$ cat src/rtl/fam_epoch_scheduler.sv
// fam_epoch_scheduler: sequences one epoch of the multi-FAM accumulator array
// (merge-row load, edge streaming, pipeline flush, result read-back, buffer swap).
// Optional build macro FAM_PERF_CNT_EN adds perf_stall / perf_cycles counters.
module fam_epoch_scheduler #(
  parameter int unsigned ADDRW  = 16,
  parameter int unsigned NUMFAM = 8,
  parameter int unsigned NLANE  = 4,
  parameter int unsigned CNTW   = 32,
  parameter int unsigned PIPE   = 8,
  parameter int unsigned RDLAT  = 2
) (
  input  logic                     clk,
  input  logic                     rst_n,
  input  logic                     start,
  input  logic [ADDRW-1:0]         rows,
  input  logic [CNTW-1:0]          nedges,
  output logic                     busy,
  output logic                     done,
  output logic                     err_overrun,
  input  logic                     mg_valid,
  output logic                     mg_ready,
  output logic [NUMFAM-1:0]        fam_mgwrena,
  output logic [ADDRW*NUMFAM-1:0]  fam_mgwaddress,
  input  logic [NUMFAM*NLANE-1:0]  edge_valid,
  output logic                     edge_ready,
  output logic [ADDRW*NUMFAM-1:0]  fam_rurraddr,
  output logic                     rd_valid,
  output logic [ADDRW-1:0]         rd_addr,
  output logic [NUMFAM-1:0]        fam_dbsel
`ifdef FAM_PERF_CNT_EN
  ,
  output logic [31:0]              perf_stall,
  output logic [31:0]              perf_cycles
`endif
);

  localparam int unsigned NEDGE = NUMFAM * NLANE;
  localparam int unsigned POPW  = $clog2(NEDGE + 1);
  localparam int unsigned WMAX  = (PIPE > RDLAT) ? PIPE : RDLAT;
  localparam int unsigned WW    = $clog2(WMAX + 1);
  localparam int unsigned SUMW  = CNTW + 1;

  typedef enum logic [2:0] {
    S_IDLE   = 3'd0,
    S_LOAD   = 3'd1,
    S_STREAM = 3'd2,
    S_FLUSH  = 3'd3,
    S_READ   = 3'd4,
    S_SWAP   = 3'd5
  } state_e;

  state_e                        state_q, state_d;
  logic [ADDRW-1:0]              rows_q, rows_d;
  logic [CNTW-1:0]               nedges_q, nedges_d;
  logic [CNTW-1:0]               cnt_q, cnt_d;
  logic [ADDRW-1:0]              ld_ptr_q, ld_ptr_d;
  logic [ADDRW:0]                rd_ptr_q, rd_ptr_d;
  logic [WW-1:0]                 wait_q, wait_d;
  logic                          busy_q, busy_d;
  logic                          done_q, done_d;
  logic                          err_q, err_d;
  logic                          edge_ready_q, edge_ready_d;
  logic                          dbsel_q, dbsel_d;
  logic [RDLAT-1:0]              rdv_sr_q, rdv_sr_d;
  logic [RDLAT-1:0][ADDRW-1:0]   rda_sr_q, rda_sr_d;

  logic [POPW-1:0]               pop;
  logic [SUMW-1:0]               sum;
  logic                          issue;
  logic                          load_fire;

`ifdef FAM_PERF_CNT_EN
  logic [31:0]                   stall_q, stall_d;
  logic [31:0]                   pcyc_q, pcyc_d;
`endif

  // Number of valid edge lanes this cycle.
  always_comb begin
    pop = '0;
    for (int i = 0; i < int'(NEDGE); i++) begin
      pop = pop + POPW'(edge_valid[i]);
    end
  end

  assign load_fire = (state_q == S_LOAD) && mg_valid;

  // Next-state and datapath update for the epoch sequencer.
  always_comb begin
    state_d      = state_q;
    rows_d       = rows_q;
    nedges_d     = nedges_q;
    cnt_d        = cnt_q;
    ld_ptr_d     = ld_ptr_q;
    rd_ptr_d     = rd_ptr_q;
    wait_d       = wait_q;
    err_d        = err_q;
    dbsel_d      = dbsel_q;
    done_d       = 1'b0;
    issue        = 1'b0;
    sum          = SUMW'(cnt_q) + SUMW'(pop);

    case (state_q)
      S_IDLE: begin
        if (start) begin
          rows_d   = rows;
          nedges_d = nedges;
          cnt_d    = '0;
          ld_ptr_d = '0;
          wait_d   = '0;
          if (rows != '0) begin
            state_d = S_LOAD;
          end else if (nedges == '0) begin
            state_d = S_FLUSH;
          end else begin
            state_d = S_STREAM;
          end
        end
      end
      S_LOAD: begin
        if (mg_valid) begin
          ld_ptr_d = ld_ptr_q + ADDRW'(1);
          if (ld_ptr_q == rows_q - ADDRW'(1)) begin
            wait_d  = '0;
            state_d = (nedges_q == '0) ? S_FLUSH : S_STREAM;
          end
        end
      end
      S_STREAM: begin
        if (sum > SUMW'(nedges_q)) begin
          cnt_d = nedges_q;
          err_d = 1'b1;
        end else begin
          cnt_d = CNTW'(sum);
        end
        if (cnt_d == nedges_q) begin
          wait_d  = '0;
          state_d = S_FLUSH;
        end
      end
      S_FLUSH: begin
        if (wait_q == WW'(PIPE - 1)) begin
          wait_d   = '0;
          rd_ptr_d = '0;
          state_d  = (rows_q != '0) ? S_READ : S_SWAP;
        end else begin
          wait_d = wait_q + WW'(1);
        end
      end
      S_READ: begin
        if (rd_ptr_q < {1'b0, rows_q}) begin
          issue    = 1'b1;
          rd_ptr_d = rd_ptr_q + (ADDRW+1)'(1);
        end else if (wait_q == WW'(RDLAT - 1)) begin
          wait_d  = '0;
          state_d = S_SWAP;
        end else begin
          wait_d = wait_q + WW'(1);
        end
      end
      S_SWAP: begin
        dbsel_d = ~dbsel_q;
        done_d  = 1'b1;
        state_d = S_IDLE;
      end
      default: begin
        state_d = S_IDLE;
      end
    endcase

    busy_d       = (state_d != S_IDLE);
    edge_ready_d = (state_d == S_STREAM);
  end

  // Read-strobe and address delay line matching the FAM result latency.
  always_comb begin
    rdv_sr_d    = rdv_sr_q;
    rda_sr_d    = rda_sr_q;
    rdv_sr_d[0] = issue;
    rda_sr_d[0] = rd_ptr_q[ADDRW-1:0];
    for (int i = 1; i < int'(RDLAT); i++) begin
      rdv_sr_d[i] = rdv_sr_q[i-1];
      rda_sr_d[i] = rda_sr_q[i-1];
    end
  end

`ifdef FAM_PERF_CNT_EN
  // Epoch performance counters: cleared on start, frozen while idle.
  always_comb begin
    stall_d = stall_q;
    pcyc_d  = pcyc_q;
    if (state_q == S_IDLE) begin
      if (start) begin
        stall_d = '0;
        pcyc_d  = '0;
      end
    end else begin
      pcyc_d = pcyc_q + 32'(1);
      if ((state_q == S_LOAD) && !mg_valid) begin
        stall_d = stall_q + 32'(1);
      end
    end
  end
`endif

  // State and output registers with synchronous active-low reset.
  always_ff @(posedge clk) begin
    if (!rst_n) begin
      state_q      <= S_IDLE;
      rows_q       <= '0;
      nedges_q     <= '0;
      cnt_q        <= '0;
      ld_ptr_q     <= '0;
      rd_ptr_q     <= '0;
      wait_q       <= '0;
      busy_q       <= 1'b0;
      done_q       <= 1'b0;
      err_q        <= 1'b0;
      edge_ready_q <= 1'b0;
      dbsel_q      <= 1'b0;
      rdv_sr_q     <= '0;
      rda_sr_q     <= '0;
`ifdef FAM_PERF_CNT_EN
      stall_q      <= '0;
      pcyc_q       <= '0;
`endif
    end else begin
      state_q      <= state_d;
      rows_q       <= rows_d;
      nedges_q     <= nedges_d;
      cnt_q        <= cnt_d;
      ld_ptr_q     <= ld_ptr_d;
      rd_ptr_q     <= rd_ptr_d;
      wait_q       <= wait_d;
      busy_q       <= busy_d;
      done_q       <= done_d;
      err_q        <= err_d;
      edge_ready_q <= edge_ready_d;
      dbsel_q      <= dbsel_d;
      rdv_sr_q     <= rdv_sr_d;
      rda_sr_q     <= rda_sr_d;
`ifdef FAM_PERF_CNT_EN
      stall_q      <= stall_d;
      pcyc_q       <= pcyc_d;
`endif
    end
  end

  // Merge handshake is same-cycle so the host row lands with its write enable.
  assign mg_ready       = load_fire;
  assign fam_mgwrena    = {NUMFAM{load_fire}};
  assign fam_mgwaddress = {NUMFAM{ld_ptr_q}};
  assign fam_rurraddr   = {NUMFAM{rd_ptr_q[ADDRW-1:0]}};
  assign fam_dbsel      = {NUMFAM{dbsel_q}};
  assign busy           = busy_q;
  assign done           = done_q;
  assign err_overrun    = err_q;
  assign edge_ready     = edge_ready_q;
  assign rd_valid       = rdv_sr_q[RDLAT-1];
  assign rd_addr        = rda_sr_q[RDLAT-1];
`ifdef FAM_PERF_CNT_EN
  assign perf_stall     = stall_q;
  assign perf_cycles    = pcyc_q;
`endif

endmodule

$ cat config.mk
export PLATFORM = sky130hd
export DESIGN_NAME = fam_epoch_scheduler
export DESIGN_NICKNAME = d
export VERILOG_FILES = /design/src/rtl/fam_epoch_scheduler.sv
export SDC_FILE = /design/constraint.sdc
export NUM_CORES = 1
export LEC_CHECK = 0
export BUFFER_PORTS_ARGS = -buffer_cell sky130_fd_sc_hd__buf_2
export CAP_MARGIN = 15
export CORE_MARGIN = 3
export CORE_UTILIZATION = 45
export CTS_BUF_LIST = sky130_fd_sc_hd__clkbuf_8
export DETAILED_ROUTE_END_ITERATION = 7
export PLACE_DENSITY_LB_ADDON = 0.3
export SYNTH_ARGS = -nofsm -noshare
export SYNTH_HDL_FRONTEND = slang
export SYNTH_SLANG_ARGS = --single-unit
$ cat constraint.sdc
create_clock -name clk -period 16.16 [get_ports clk]
set_input_delay 4.848 -clock clk [delete_from_list [all_inputs] [get_ports clk]]
set_output_delay 4.848 -clock clk [all_outputs]
set_load 0.01 [all_outputs]
==> results of run 1 <==
## through the flow
step	area, um2	power [mW]
6_report	13400	1.45
5_1_grt	13400	1.56
4_1_cts	13400	1.45
3_5_place_dp	13000	1.11
3_3_place_gp	13000	1.11
2_1_floorplan	12700	0.953
## routing by layer
| metal | global-route usage | vias up | wire [um] |
|---|---|---|---|
| li1 | - | 5187 | - |
| met1 | 0.322 | 5135 | 16500 |
| met2 | 0.387 | 351 | 17300 |
| met3 | 0.0317 | 47 | 1970 |
| met4 | 0.0677 | 0 | 866 |
| met5 | 0 | - | 0 |
## synth_stat cells, types with 13 or more instances
cell type                  instances
sky130_fd_sc_hd__nor2_1           71
sky130_fd_sc_hd__xor2_1           44
sky130_fd_sc_hd__dfxtp_1         159
sky130_fd_sc_hd__and3_1           25
sky130_fd_sc_hd__clkbuf_1         40
sky130_fd_sc_hd__nor2b_1          13
sky130_fd_sc_hd__buf_4           256
sky130_fd_sc_hd__nand2_1         178
sky130_fd_sc_hd__nand4_1          32
sky130_fd_sc_hd__nor4_1           30
sky130_fd_sc_hd__nand3_1          33
sky130_fd_sc_hd__xnor2_1          50
sky130_fd_sc_hd__buf_2            21
sky130_fd_sc_hd__fa_1             26
sky130_fd_sc_hd__inv_1           103
sky130_fd_sc_hd__a21oi_1          37
sky130_fd_sc_hd__ha_1             68
sky130_fd_sc_hd__o21ai_0          46
sky130_fd_sc_hd__a21boi_0         49
sky130_fd_sc_hd__nor3_1           13
sky130_fd_sc_hd__and2_1           72
sky130_fd_sc_hd__mux2i_1          37
## state kept, by name, summed over array words and instances, names as in the netlist, 2 cells and up
signal    count
rdv_sr_q      2
rd_addr      16
state_q       3
nedges_q     32
ld_ptr_q     16
rows_q       16
rda_sr_d     16
wait_q        4
rd_ptr_q     17
cnt_q        32
## final timing paths
path | cells past startpoint | endpoint | start
hold reg to reg | 1 | rd_addr[11] | rda_sr_d[27]
hold / removal | 1 | rd_addr[11] | rda_sr_d[27]
setup reg to reg | 26 | cnt_q[27] | cnt_q[0]
setup / recovery | 28 | cnt_q[27] | edge_valid[0]
## worst register-to-register path, stage by stage, from the launching register on
cell                        delay (ns)
sky130_fd_sc_hd__dfxtp_1          0.34
sky130_fd_sc_hd__inv_1            0.09
sky130_fd_sc_hd__fa_1             0.56
sky130_fd_sc_hd__fa_1             0.44
sky130_fd_sc_hd__fa_1             0.49
sky130_fd_sc_hd__fa_1             0.53
sky130_fd_sc_hd__fa_1             0.43
sky130_fd_sc_hd__fa_1             0.39
sky130_fd_sc_hd__inv_1            0.08
sky130_fd_sc_hd__fa_1             0.24
sky130_fd_sc_hd__a211oi_1         0.16
sky130_fd_sc_hd__o21a_1           0.32
sky130_fd_sc_hd__nor4_2           0.56
sky130_fd_sc_hd__and3_1           0.28
sky130_fd_sc_hd__xor2_1           0.33
sky130_fd_sc_hd__ha_1             0.32
sky130_fd_sc_hd__nand4_1          0.14
sky130_fd_sc_hd__nor2_1           0.12
sky130_fd_sc_hd__o21ai_0          0.09
sky130_fd_sc_hd__a21oi_1          0.08
sky130_fd_sc_hd__a2111oi_0        0.94
sky130_fd_sc_hd__o31ai_1          0.28
sky130_fd_sc_hd__a21oi_4          0.85
sky130_fd_sc_hd__buf_4            0.44
sky130_fd_sc_hd__mux2i_1          0.25
sky130_fd_sc_hd__o22ai_1          0.10
sky130_fd_sc_hd__and2_1           0.17
## report_power, final
| group | internal (mW) | switching, mW | leakage (nW) |
|---|---|---|---|
| sequential | 0.399 | 0.0151 | 1.29 |
| clock | 0.153 | 0.178 | 0.221 |
| combinational | 0.314 | 0.389 | 5.25 |
## logic make-up after synthesis
logic type               count (synthesis)
buffers and inverters                  424
flip-flops                             159
AND/OR/NAND/NOR                        521
AO/OA/AOI/OAI                          230
multiplexers                            37
XOR/XNOR                               100
adder cells (fa/ha/maj)                 94
## layout make-up
type,instances,area share
multi-input cells,982,0.522
flip-flops and latches,159,0.238
repair buffers,384,0.145
well taps,372,0.0348
inverters,103,0.0289
clock buffers,19,0.0195
clock inverters,13,0.0123
diodes,2,0.000374
==> metrics.txt, run 1 <==
# TYPE chip_impl_metric gauge
chip_impl_info{name="status",value="complete, no violations"} 1
chip_impl_info{name="clock_tree.root_cell",value="sky130_fd_sc_hd__clkbuf_8"} 1
chip_impl_info{name="combinational_family_with_the_most_area_after_synthesis",value="simple AND/OR/NAND/NOR gates"} 1
chip_impl_metric{name="port_buffers",unit=""} 377
chip_impl_metric{name="globalplace.congestion",unit=""} 0.997
chip_impl_metric{name="clk_pin_slew_worst_paths",unit="ns"} 0.10
chip_impl_info{name="worst_setup_path_start_kind",value="input pin"} 1
chip_impl_metric{name="die_x",unit="um"} 174
chip_impl_metric{name="placement.setup.worst_slack",unit="ns"} 2.10
chip_impl_metric{name="max_stage_delay",unit="ns"} 0.94
chip_impl_metric{name="yosysTopAreaCellShare",unit=""} 0.250
chip_impl_metric{name="adder_cell_area_share_of_the_yosys_netlist",unit=""} 0.108
chip_impl_metric{name="cp_data_arrival_time",unit="ns"} 14.09
chip_impl_metric{name="hpwl",unit="mm"} 28.2
chip_impl_info{name="cts_tree",value="yes"} 1
chip_impl_info{name="end_kind",value="flop"} 1
chip_impl_metric{name="post-route-period-util",unit=""} 0.850
chip_impl_metric{name="initial_core_utilization",unit=""} 0.465
chip_impl_metric{name="synthSimpleGateAreaFrac",unit=""} 0.212
chip_impl_metric{name="grt_max_degree",unit=""} 115
chip_impl_metric{name="grt_antenna_before_repair",unit=""} 2
chip_impl_metric{name="final_max_slew_viol_count",unit=""} 0
chip_impl_info{name="most_frequent_standard_cell_in_the_layout_excluding_fill_and_tap_cells",value="sky130_fd_sc_hd__buf_2"} 1
chip_impl_info{name="type_of_the_tightest_min_delay_check",value="reg2reg"} 1
chip_impl_metric{name="async_flop_share",unit=""} 0
chip_impl_metric{name="max_slew.worst_pin.slew",unit="ns"} 1.05
chip_impl_metric{name="clock.fmax",unit="GHz"} 0.0728
chip_impl_metric{name="finalNetCount",unit=""} 1825
chip_impl_info{name="setup.worst_path.class",value="in2reg"} 1
chip_impl_metric{name="layout.filler_cells",unit=""} 2693
chip_impl_metric{name="post_detailed_route_count_of_antenna_violating_nets",unit=""} 0
chip_impl_info{name="netlist_top_cells_area",value="sky130_fd_sc_hd__dfxtp_1 25%, sky130_fd_sc_hd__buf_4 15%, sky130_fd_sc_hd__ha_1 6.7%, sky130_fd_sc_hd__nand2_1 5.2%, sky130_fd_sc_hd__fa_1 4.1%"} 1
chip_impl_metric{name="placed_cells",unit=""} 2000
chip_impl_info{name="final_cell_mix",value="377 x sky130_fd_sc_hd__buf_2, 178 x sky130_fd_sc_hd__nand2_1, 159 x sky130_fd_sc_hd__dfxtp_1"} 1
chip_impl_info{name="cp_top_family",value="adder cells"} 1
chip_impl_metric{name="number_of_top_level_pins",unit=""} 378
chip_impl_metric{name="post_synth_xor_area_fraction",unit=""} 0.0749
chip_impl_metric{name="htreeDepth",unit=""} 4
chip_impl_metric{name="maxCapViolCount",unit=""} 0
chip_impl_metric{name="first_global_vias",unit=""} 10239
chip_impl_metric{name="clkSinkCount",unit=""} 159
chip_impl_metric{name="timing.critical_path.fanout_max",unit=""} 24
chip_impl_metric{name="drtPass1Iterations",unit=""} 5
chip_impl_metric{name="die_h",unit="um"} 174
chip_impl_metric{name="per_cell_via_count_in_the_routed_design",unit=""} 5.27
chip_impl_metric{name="critical_path_required",unit="ns"} 16.52
chip_impl_metric{name="syn_to_final_growth",unit="%"} 5.16
chip_impl_metric{name="postSynthCellCount",unit=""} 1565
chip_impl_metric{name="numCtsBuffers",unit=""} 17
chip_impl_metric{name="finalHoldWorstSlack",unit="ns"} 0.428
chip_impl_metric{name="hold_viol_final",unit=""} 0
chip_impl_metric{name="ys_seq_elements",unit=""} 159
chip_impl_info{name="critical_path.most_common_cell",value="sky130_fd_sc_hd__fa_1"} 1
chip_impl_metric{name="sequential_cell_area",unit="um2"} 3180
chip_impl_metric{name="detail_route.wirelength",unit="mm"} 36.6
chip_impl_metric{name="synth-compound-area-share",unit=""} 0.124
chip_impl_metric{name="finalSetupViolations",unit=""} 0
chip_impl_metric{name="multiplexer_area_fraction_after_synthesis",unit=""} 0.0291
chip_impl_metric{name="total_negative_slack",unit="ns"} 0
chip_impl_metric{name="synthesis.nets",unit=""} 1743
chip_impl_metric{name="post-route-drc-count",unit=""} 0
chip_impl_metric{name="initialDrtViolationCount",unit=""} 656
chip_impl_metric{name="grt_total_usage",unit=""} 0.235
chip_impl_metric{name="worstPathBufferInverterCount",unit=""} 4
chip_impl_metric{name="leakagePower",unit="nW"} 6.76
chip_impl_metric{name="grt_first_pass_wirelength",unit="mm"} 57.8
chip_impl_metric{name="cellPowerDensity",unit="nW/um2"} 108
chip_impl_metric{name="r2r_setup_slack",unit="ns"} 7.04
chip_impl_metric{name="worstSkewPairLatency",unit="ns"} 0.48
chip_impl_metric{name="core_box_area",unit="um2"} 27400
chip_impl_info{name="setup_repair_after_global_routing_missed_its_margin",value="no"} 1
chip_impl_info{name="synth_largest_area_cell",value="sky130_fd_sc_hd__dfxtp_1"} 1
chip_impl_metric{name="maximum_vdd_drop",unit="mV"} 0.117
chip_impl_metric{name="routed_wire_length_per_instance",unit="um"} 18.0
chip_impl_metric{name="period_minus_slack",unit="ns"} 13.73
chip_impl_metric{name="synth-edff-count",unit=""} 0
chip_impl_metric{name="holdBufCountCts",unit=""} 0
chip_impl_metric{name="yosysWarnings",unit=""} 0
chip_impl_info{name="cp_slowest_cell",value="sky130_fd_sc_hd__a2111oi_0"} 1
chip_impl_metric{name="timing.final.ws_setup",unit="ns"} 2.43
chip_impl_metric{name="synthesis.area_per_instance",unit="um2"} 8.14
chip_impl_metric{name="post_cts_resize_count",unit=""} 0
chip_impl_metric{name="post_synth_instance_area",unit="um2"} 12700
chip_impl_metric{name="skew",unit="ns"} 0.0258
chip_impl_metric{name="layout.cells.non_filler",unit=""} 2034
chip_impl_metric{name="seq_total_area_yosys",unit=""} 0.250
chip_impl_metric{name="die-area",unit="um2"} 30400
chip_impl_metric{name="final_core_util",unit=""} 0.489
chip_impl_metric{name="cts_setup_buffers",unit=""} 0
chip_impl_metric{name="dr_total_vias",unit=""} 10720
chip_impl_metric{name="drive_above_1_share",unit=""} 0.266
chip_impl_metric{name="slew_headroom",unit=""} 0.279
chip_impl_metric{name="core.rowCount",unit=""} 60
chip_impl_metric{name="synth_cell_types",unit=""} 73
chip_impl_metric{name="footprint_of_the_multi_input_gates",unit="um2"} 6990
chip_impl_metric{name="gr-total-overflow",unit=""} 0
chip_impl_metric{name="max-clock-path-buffers",unit=""} 2
chip_impl_info{name="postSynth.topFlopCell",value="sky130_fd_sc_hd__dfxtp_1"} 1
No activity file was read; power rests on OpenSTA's default activity.
==> run 2: changes to the inputs <==
==> constraint.sdc (replaced) <==
create_clock -name clk -period 12.2 [get_ports clk]
set_input_delay 3.66 -clock clk [delete_from_list [all_inputs] [get_ports clk]]
set_output_delay 3.66 -clock clk [all_outputs]
set_load 0.01 [all_outputs]
==> metrics.txt, run 2 (synthesized netlist as in run 1, its figures left out) <==
# TYPE chip_impl_metric gauge
chip_impl_metric{name="layout.cells.non_filler",unit=""} 2038
chip_impl_metric{name="overall_power_after_layout",unit="mW"} 1.90
chip_impl_metric{name="final_core_util",unit=""} 0.489
chip_impl_info{name="setup_repair_after_global_routing_missed_its_margin",value="no"} 1
chip_impl_metric{name="clk_pin_slew_worst_paths",unit="ns"} 0.11
chip_impl_metric{name="syn_to_final_growth",unit="%"} 5.29
chip_impl_metric{name="leakagePower",unit="nW"} 6.77
chip_impl_metric{name="skew",unit="ns"} 0.0278
chip_impl_metric{name="drive_above_1_share",unit=""} 0.268
chip_impl_metric{name="per_cell_via_count_in_the_routed_design",unit=""} 5.25
chip_impl_info{name="type_of_the_tightest_min_delay_check",value="reg2reg"} 1
chip_impl_metric{name="die_h",unit="um"} 174
chip_impl_metric{name="clkSinkCount",unit=""} 159
chip_impl_metric{name="cellPowerDensity",unit="nW/um2"} 141
chip_impl_metric{name="diodes",unit=""} 0
chip_impl_metric{name="drtPass1Iterations",unit=""} 5
chip_impl_metric{name="clock.fmax",unit="GHz"} 0.0900
chip_impl_metric{name="total_negative_slack",unit="ns"} 0
chip_impl_metric{name="finalHoldWorstSlack",unit="ns"} 0.425
chip_impl_info{name="clock_tree.root_cell",value="sky130_fd_sc_hd__clkbuf_8"} 1
chip_impl_metric{name="placement.setup.worst_slack",unit="ns"} 0.686
chip_impl_info{name="most_frequent_standard_cell_in_the_layout_excluding_fill_and_tap_cells",value="sky130_fd_sc_hd__buf_2"} 1
chip_impl_metric{name="grt_total_usage",unit=""} 0.230
chip_impl_metric{name="timing.final.ws_setup",unit="ns"} 1.08
chip_impl_metric{name="placed_cells",unit=""} 2006
chip_impl_info{name="critical_path.reg2reg.endpoint",value="cnt_q[5]"} 1
chip_impl_metric{name="worstSkewPairLatency",unit="ns"} 0.47
chip_impl_metric{name="worstRegToRegCells",unit=""} 26
chip_impl_metric{name="gr-total-overflow",unit=""} 0
chip_impl_info{name="setup.worst_path.class",value="in2reg"} 1
chip_impl_metric{name="numCtsBuffers",unit=""} 17
chip_impl_metric{name="critical_path_required",unit="ns"} 12.55
chip_impl_metric{name="number_of_top_level_pins",unit=""} 378
chip_impl_metric{name="r2r_setup_slack",unit="ns"} 4.54
chip_impl_metric{name="cts_setup_buffers",unit=""} 0
chip_impl_info{name="cts_tree",value="yes"} 1
chip_impl_info{name="worstHoldStart",value="rda_sr_d[27]"} 1
chip_impl_info{name="top_regs",value="cnt_q: 32 flops, nedges_q: 32 flops, rd_ptr_q: 17 flops"} 1
chip_impl_metric{name="globalplace.congestion",unit=""} 0.982
chip_impl_metric{name="max-clock-path-buffers",unit=""} 2
chip_impl_metric{name="hpwl",unit="mm"} 28.0
chip_impl_metric{name="finalNetCount",unit=""} 1831
chip_impl_metric{name="hold_viol_final",unit=""} 0
chip_impl_metric{name="post-route-drc-count",unit=""} 0
chip_impl_info{name="end_kind",value="flop"} 1
chip_impl_info{name="final_cell_mix",value="377 x sky130_fd_sc_hd__buf_2, 178 x sky130_fd_sc_hd__nand2_1, 159 x sky130_fd_sc_hd__dfxtp_1"} 1
chip_impl_metric{name="grt_antenna_before_repair",unit=""} 0
chip_impl_metric{name="timing.critical_path.fanout_max",unit=""} 21
chip_impl_metric{name="post-route-period-util",unit=""} 0.911
chip_impl_metric{name="htreeDepth",unit=""} 4
chip_impl_metric{name="die_x",unit="um"} 174
chip_impl_metric{name="grt_first_pass_wirelength",unit="mm"} 56.7
chip_impl_metric{name="detail_route.wirelength",unit="mm"} 35.9
chip_impl_metric{name="grt_max_degree",unit=""} 78
chip_impl_metric{name="dr_total_vias",unit=""} 10708
chip_impl_info{name="worst_setup_path_start_kind",value="input pin"} 1
chip_impl_metric{name="max_stage_delay",unit="ns"} 0.54
chip_impl_info{name="min_delay_worst_endpoint",value="rd_addr[11]"} 1
chip_impl_metric{name="holdBufCountCts",unit=""} 0
chip_impl_metric{name="routed_wire_length_per_instance",unit="um"} 17.6
chip_impl_info{name="status",value="complete, no violations"} 1
chip_impl_info{name="r2r-start",value="cnt_q[0]"} 1
chip_impl_metric{name="initialDrtViolationCount",unit=""} 787
chip_impl_metric{name="fin_area",unit="um2"} 13400
chip_impl_metric{name="die-area",unit="um2"} 30400
chip_impl_metric{name="core.rowCount",unit=""} 60
chip_impl_metric{name="max_slew.worst_pin.slew",unit="ns"} 0.839
chip_impl_info{name="cp_slowest_cell",value="sky130_fd_sc_hd__fa_1"} 1
chip_impl_info{name="cp_top_family",value="adder cells"} 1
chip_impl_metric{name="final_max_slew_viol_count",unit=""} 0
chip_impl_info{name="critical_path.most_common_cell",value="sky130_fd_sc_hd__fa_1"} 1
chip_impl_metric{name="post_cts_resize_count",unit=""} 0
chip_impl_metric{name="worstPathBufferInverterCount",unit=""} 5
chip_impl_metric{name="period_minus_slack",unit="ns"} 11.12
chip_impl_metric{name="post_detailed_route_count_of_antenna_violating_nets",unit=""} 0
chip_impl_metric{name="maximum_vdd_drop",unit="mV"} 0.177
chip_impl_metric{name="slew_headroom",unit=""} 0.440
chip_impl_metric{name="finalSetupViolations",unit=""} 0
chip_impl_metric{name="cp_data_arrival_time",unit="ns"} 11.46
chip_impl_metric{name="first_global_vias",unit=""} 10274
chip_impl_metric{name="holdPathStages",unit=""} 1
chip_impl_metric{name="initial_core_utilization",unit=""} 0.465
chip_impl_metric{name="port_buffers",unit=""} 377
chip_impl_metric{name="place_area",unit="um2"} 13000
chip_impl_metric{name="core_box_area",unit="um2"} 27400
chip_impl_metric{name="maxCapViolCount",unit=""} 0
[run 2: cell count changes in the layout (fill, tap and decap cells not counted)]
| cell | previous run | this run |
|---|---|---|
| sky130_fd_sc_hd__clkinv_4 | 1 | 4 |
| sky130_fd_sc_hd__diode_2 | 2 | 0 |
| sky130_fd_sc_hd__inv_1 | 103 | 104 |
| sky130_fd_sc_hd__clkinv_2 | 1 | 0 |
| sky130_fd_sc_hd__clkbuf_8 | 19 | 17 |
| sky130_fd_sc_hd__buf_4 | 7 | 13 |
| sky130_fd_sc_hd__clkinv_8 | 0 | 4 |
| sky130_fd_sc_hd__bufinv_16 | 2 | 0 |
| sky130_fd_sc_hd__inv_6 | 4 | 1 |
[run 2: power by group]
| group | leakage [nW] | internal, mW | total [mW] | switching (mW) |
|---|---|---|---|---|
| registers | 1.29 | 0.529 | 0.549 | 0.0200 |
| clock network | 0.206 | 0.155 | 0.399 | 0.244 |
| logic | 5.28 | 0.427 | 0.949 | 0.521 |
[run 2: layout make-up]
cell class	instances	area (um2)
clock buffers	17	234
clock inverters	15	169
fillers	2697	14000
inverters	103	387
multi-input cells	982	6990
flip-flops and latches	159	3180
well taps	372	465
repair buffers	390	1980
[run 2: metal layers]
| layer | global-route usage | vias up | part of all wire |
|---|---|---|---|
| li1 | - | 5182 | - |
| met3 | 0.0282 | 38 | 0.048 |
| met1 | 0.307 | 5118 | 0.44 |
| met4 | 0.0556 | 0 | 0.018 |
| met2 | 0.396 | 370 | 0.49 |
| met5 | 0 | - | 0 |
[run 2: how the worst max path moves through the flow]
stage / cells past startpoint / from / slack (ns) / endpoint
floorplan: 27 / edge_valid[0] / 1.43 / wait_q[2]
global placement: 25 / edge_valid[0] / 0.80 / cnt_q[31]
detailed placement: 25 / edge_valid[0] / 0.69 / cnt_q[31]
CTS: 25 / edge_valid[0] / 1.16 / cnt_q[5]
global route: 29 / edge_valid[0] / 0.64 / cnt_q[31]
finish: 28 / edge_valid[0] / 1.08 / cnt_q[5]
==> run 3: changes to the inputs <==
--- a/config.mk
+++ b/config.mk
@@ -12,6 +12,7 @@
 export CTS_BUF_LIST = sky130_fd_sc_hd__clkbuf_8
 export DETAILED_ROUTE_END_ITERATION = 7
 export PLACE_DENSITY_LB_ADDON = 0.3
+export SKIP_CTS_REPAIR_TIMING = 1
 export SYNTH_ARGS = -nofsm -noshare
 export SYNTH_HDL_FRONTEND = slang
 export SYNTH_SLANG_ARGS = --single-unit
==> constraint.sdc (replaced) <==
create_clock -name clk -period 8.9 [get_ports clk]
set_input_delay 2.67 -clock clk [delete_from_list [all_inputs] [get_ports clk]]
set_output_delay 2.67 -clock clk [all_outputs]
set_load 0.01 [all_outputs]
==> metrics.txt, run 3 (synthesized netlist as in run 1, its figures left out) <==
# TYPE chip_impl_metric gauge
chip_impl_metric{name="port_buffers",unit=""} 377
chip_impl_metric{name="diodes",unit=""} 0
chip_impl_info{name="top_regs",value="cnt_q: 32 flops, nedges_q: 32 flops, rd_ptr_q: 17 flops"} 1
chip_impl_metric{name="final_max_slew_viol_count",unit=""} 0
chip_impl_metric{name="globalplace.congestion",unit=""} 0.958
chip_impl_metric{name="max_slew.worst_pin.slew",unit="ns"} 1.02
chip_impl_metric{name="slew_headroom",unit=""} 0.323
chip_impl_metric{name="gr-total-overflow",unit=""} 0
chip_impl_metric{name="holdPathStages",unit=""} 1
chip_impl_info{name="failed_checks",value="negative setup slack"} 1
chip_impl_metric{name="clk_pin_slew_worst_paths",unit="ns"} 0.10
chip_impl_metric{name="max-clock-path-buffers",unit=""} 2
chip_impl_metric{name="worstPathBufferInverterCount",unit=""} 6
chip_impl_metric{name="overall_power_after_layout",unit="mW"} 3.17
chip_impl_metric{name="timing.final.ws_setup",unit="ns"} -0.442
chip_impl_metric{name="cellPowerDensity",unit="nW/um2"} 219
chip_impl_metric{name="initial_core_utilization",unit=""} 0.465
chip_impl_metric{name="hold_viol_final",unit=""} 0
chip_impl_info{name="clock_tree.root_cell",value="sky130_fd_sc_hd__clkbuf_8"} 1
chip_impl_metric{name="drtPass1Iterations",unit=""} 5
chip_impl_metric{name="maxCapViolCount",unit=""} 0
chip_impl_metric{name="leakagePower",unit="nW"} 7.36
chip_impl_info{name="worst_setup_path_start_kind",value="input pin"} 1
chip_impl_metric{name="die-area",unit="um2"} 30400
chip_impl_info{name="cp_top_family",value="adder cells"} 1
chip_impl_metric{name="clkSinkCount",unit=""} 159
chip_impl_metric{name="timing.critical_path.fanout_max",unit=""} 11
chip_impl_info{name="min_delay_worst_endpoint",value="rd_addr[10]"} 1
chip_impl_info{name="cp_slowest_cell",value="sky130_fd_sc_hd__fa_1"} 1
chip_impl_metric{name="post_detailed_route_count_of_antenna_violating_nets",unit=""} 0
chip_impl_info{name="critical_path.reg2reg.endpoint",value="wait_q[2]"} 1
chip_impl_metric{name="maximum_vdd_drop",unit="mV"} 0.281
chip_impl_metric{name="htreeDepth",unit=""} 4
chip_impl_metric{name="per_cell_via_count_in_the_routed_design",unit=""} 5.17
chip_impl_metric{name="grt_total_usage",unit=""} 0.233
chip_impl_metric{name="syn_to_final_growth",unit="%"} 13.5
chip_impl_metric{name="finalSetupViolations",unit=""} 39
chip_impl_metric{name="core_box_area",unit="um2"} 27400
chip_impl_metric{name="routed_wire_length_per_instance",unit="um"} 17.3
chip_impl_info{name="status",value="finished, violations left"} 1
chip_impl_metric{name="clock.fmax",unit="GHz"} 0.107
chip_impl_metric{name="post-route-drc-count",unit=""} 0
chip_impl_info{name="cts_tree",value="yes"} 1
chip_impl_info{name="setup.worst_path.class",value="in2reg"} 1
chip_impl_metric{name="detail_route.wirelength",unit="mm"} 36.8
chip_impl_metric{name="hpwl",unit="mm"} 28.8
chip_impl_info{name="final_cell_mix",value="376 x sky130_fd_sc_hd__buf_2, 177 x sky130_fd_sc_hd__nand2_1, 159 x sky130_fd_sc_hd__dfxtp_1"} 1
chip_impl_info{name="setup_repair_after_global_routing_missed_its_margin",value="yes"} 1
chip_impl_metric{name="die_h",unit="um"} 174
chip_impl_metric{name="cp_data_arrival_time",unit="ns"} 9.72
chip_impl_metric{name="worstSkewPairLatency",unit="ns"} 0.49
chip_impl_metric{name="fin_area",unit="um2"} 14500
chip_impl_metric{name="r2r_setup_slack",unit="ns"} 2.01
chip_impl_info{name="most_frequent_standard_cell_in_the_layout_excluding_fill_and_tap_cells",value="sky130_fd_sc_hd__buf_2"} 1
chip_impl_metric{name="place_area",unit="um2"} 13700
chip_impl_metric{name="post-route-period-util",unit=""} 1.05
chip_impl_metric{name="numCtsBuffers",unit=""} 17
chip_impl_info{name="critical_path.most_common_cell",value="sky130_fd_sc_hd__fa_1"} 1
chip_impl_metric{name="grt_first_pass_wirelength",unit="mm"} 57.2
chip_impl_metric{name="number_of_top_level_pins",unit=""} 378
chip_impl_info{name="worstHoldStart",value="rda_sr_d[26]"} 1
chip_impl_metric{name="finalNetCount",unit=""} 1919
chip_impl_metric{name="drive_above_1_share",unit=""} 0.328
chip_impl_metric{name="max_stage_delay",unit="ns"} 0.55
chip_impl_metric{name="critical_path_required",unit="ns"} 9.27
chip_impl_metric{name="first_global_vias",unit=""} 10539
chip_impl_metric{name="grt_antenna_before_repair",unit=""} 0
chip_impl_metric{name="grt_max_degree",unit=""} 78
chip_impl_info{name="end_kind",value="flop"} 1
chip_impl_metric{name="final_core_util",unit=""} 0.527
chip_impl_info{name="type_of_the_tightest_min_delay_check",value="reg2reg"} 1
chip_impl_metric{name="dr_total_vias",unit=""} 10991
chip_impl_metric{name="die_x",unit="um"} 174
chip_impl_metric{name="placement.setup.worst_slack",unit="ns"} -1.21
chip_impl_info{name="r2r-start",value="cnt_q[0]"} 1
chip_impl_metric{name="skew",unit="ns"} 0.0223
chip_impl_metric{name="period_minus_slack",unit="ns"} 9.34
chip_impl_metric{name="initialDrtViolationCount",unit=""} 597
chip_impl_metric{name="worstRegToRegCells",unit=""} 28
chip_impl_metric{name="core.rowCount",unit=""} 60
chip_impl_metric{name="total_negative_slack",unit="ns"} -13.83
[run 3: layer usage]
metal,global-route usage,wire (um)
met4,0.0704,940
met1,0.302,15800
met5,0,0
met3,0.0284,2020
met2,0.405,18100
[run 3: worst max-delay path by stage]
stage	start	endpoint	cells after the start
6_report	edge_valid[21]	wait_q[2]	30
5_1_grt	edge_valid[21]	wait_q[2]	29
4_1_cts	edge_valid[0]	cnt_q[21]	30
3_5_place_dp	edge_valid[0]	cnt_q[21]	30
3_3_place_gp	edge_valid[17]	wait_q[3]	27
2_1_floorplan	edge_valid[17]	wait_q[2]	26
[run 3: layout make-up]
type	count	area, um2
Multi-Input combinational cell	982	7250
Tap cell	372	465
Timing Repair Buffer	478	2750
Sequential cell	159	3180
Inverter	103	387
Clock inverter	15	176
Fill cell	2639	12900
Clock buffer	17	234
[run 3: report_power, final]
group	leakage (nW)	internal [mW]	switching, mW
Combinational	5.86	0.975	0.879
Sequential	1.29	0.725	0.0286
Clock	0.208	0.218	0.344
[run 3: worst reg2reg max path: cells and delay by family (launching register included)]
kind,cells,cell delay (ns)
compound gates,9,1.94
xor+xnor,1,0.15
fa+ha+maj,8,3.34
buf+inv,5,0.51
flops,1,0.34
simple gates,5,0.50
[run 3: through the flow]
stage / hold slack [ns] / std cells
5_1_grt: 0.444 / 2126
4_1_cts: 0.438 / 2114
6_report: 0.436 / 2126
2_1_floorplan: 0.412 / 1565
3_5_place_dp: 0.420 / 2082
3_3_place_gp: 0.413 / 2082
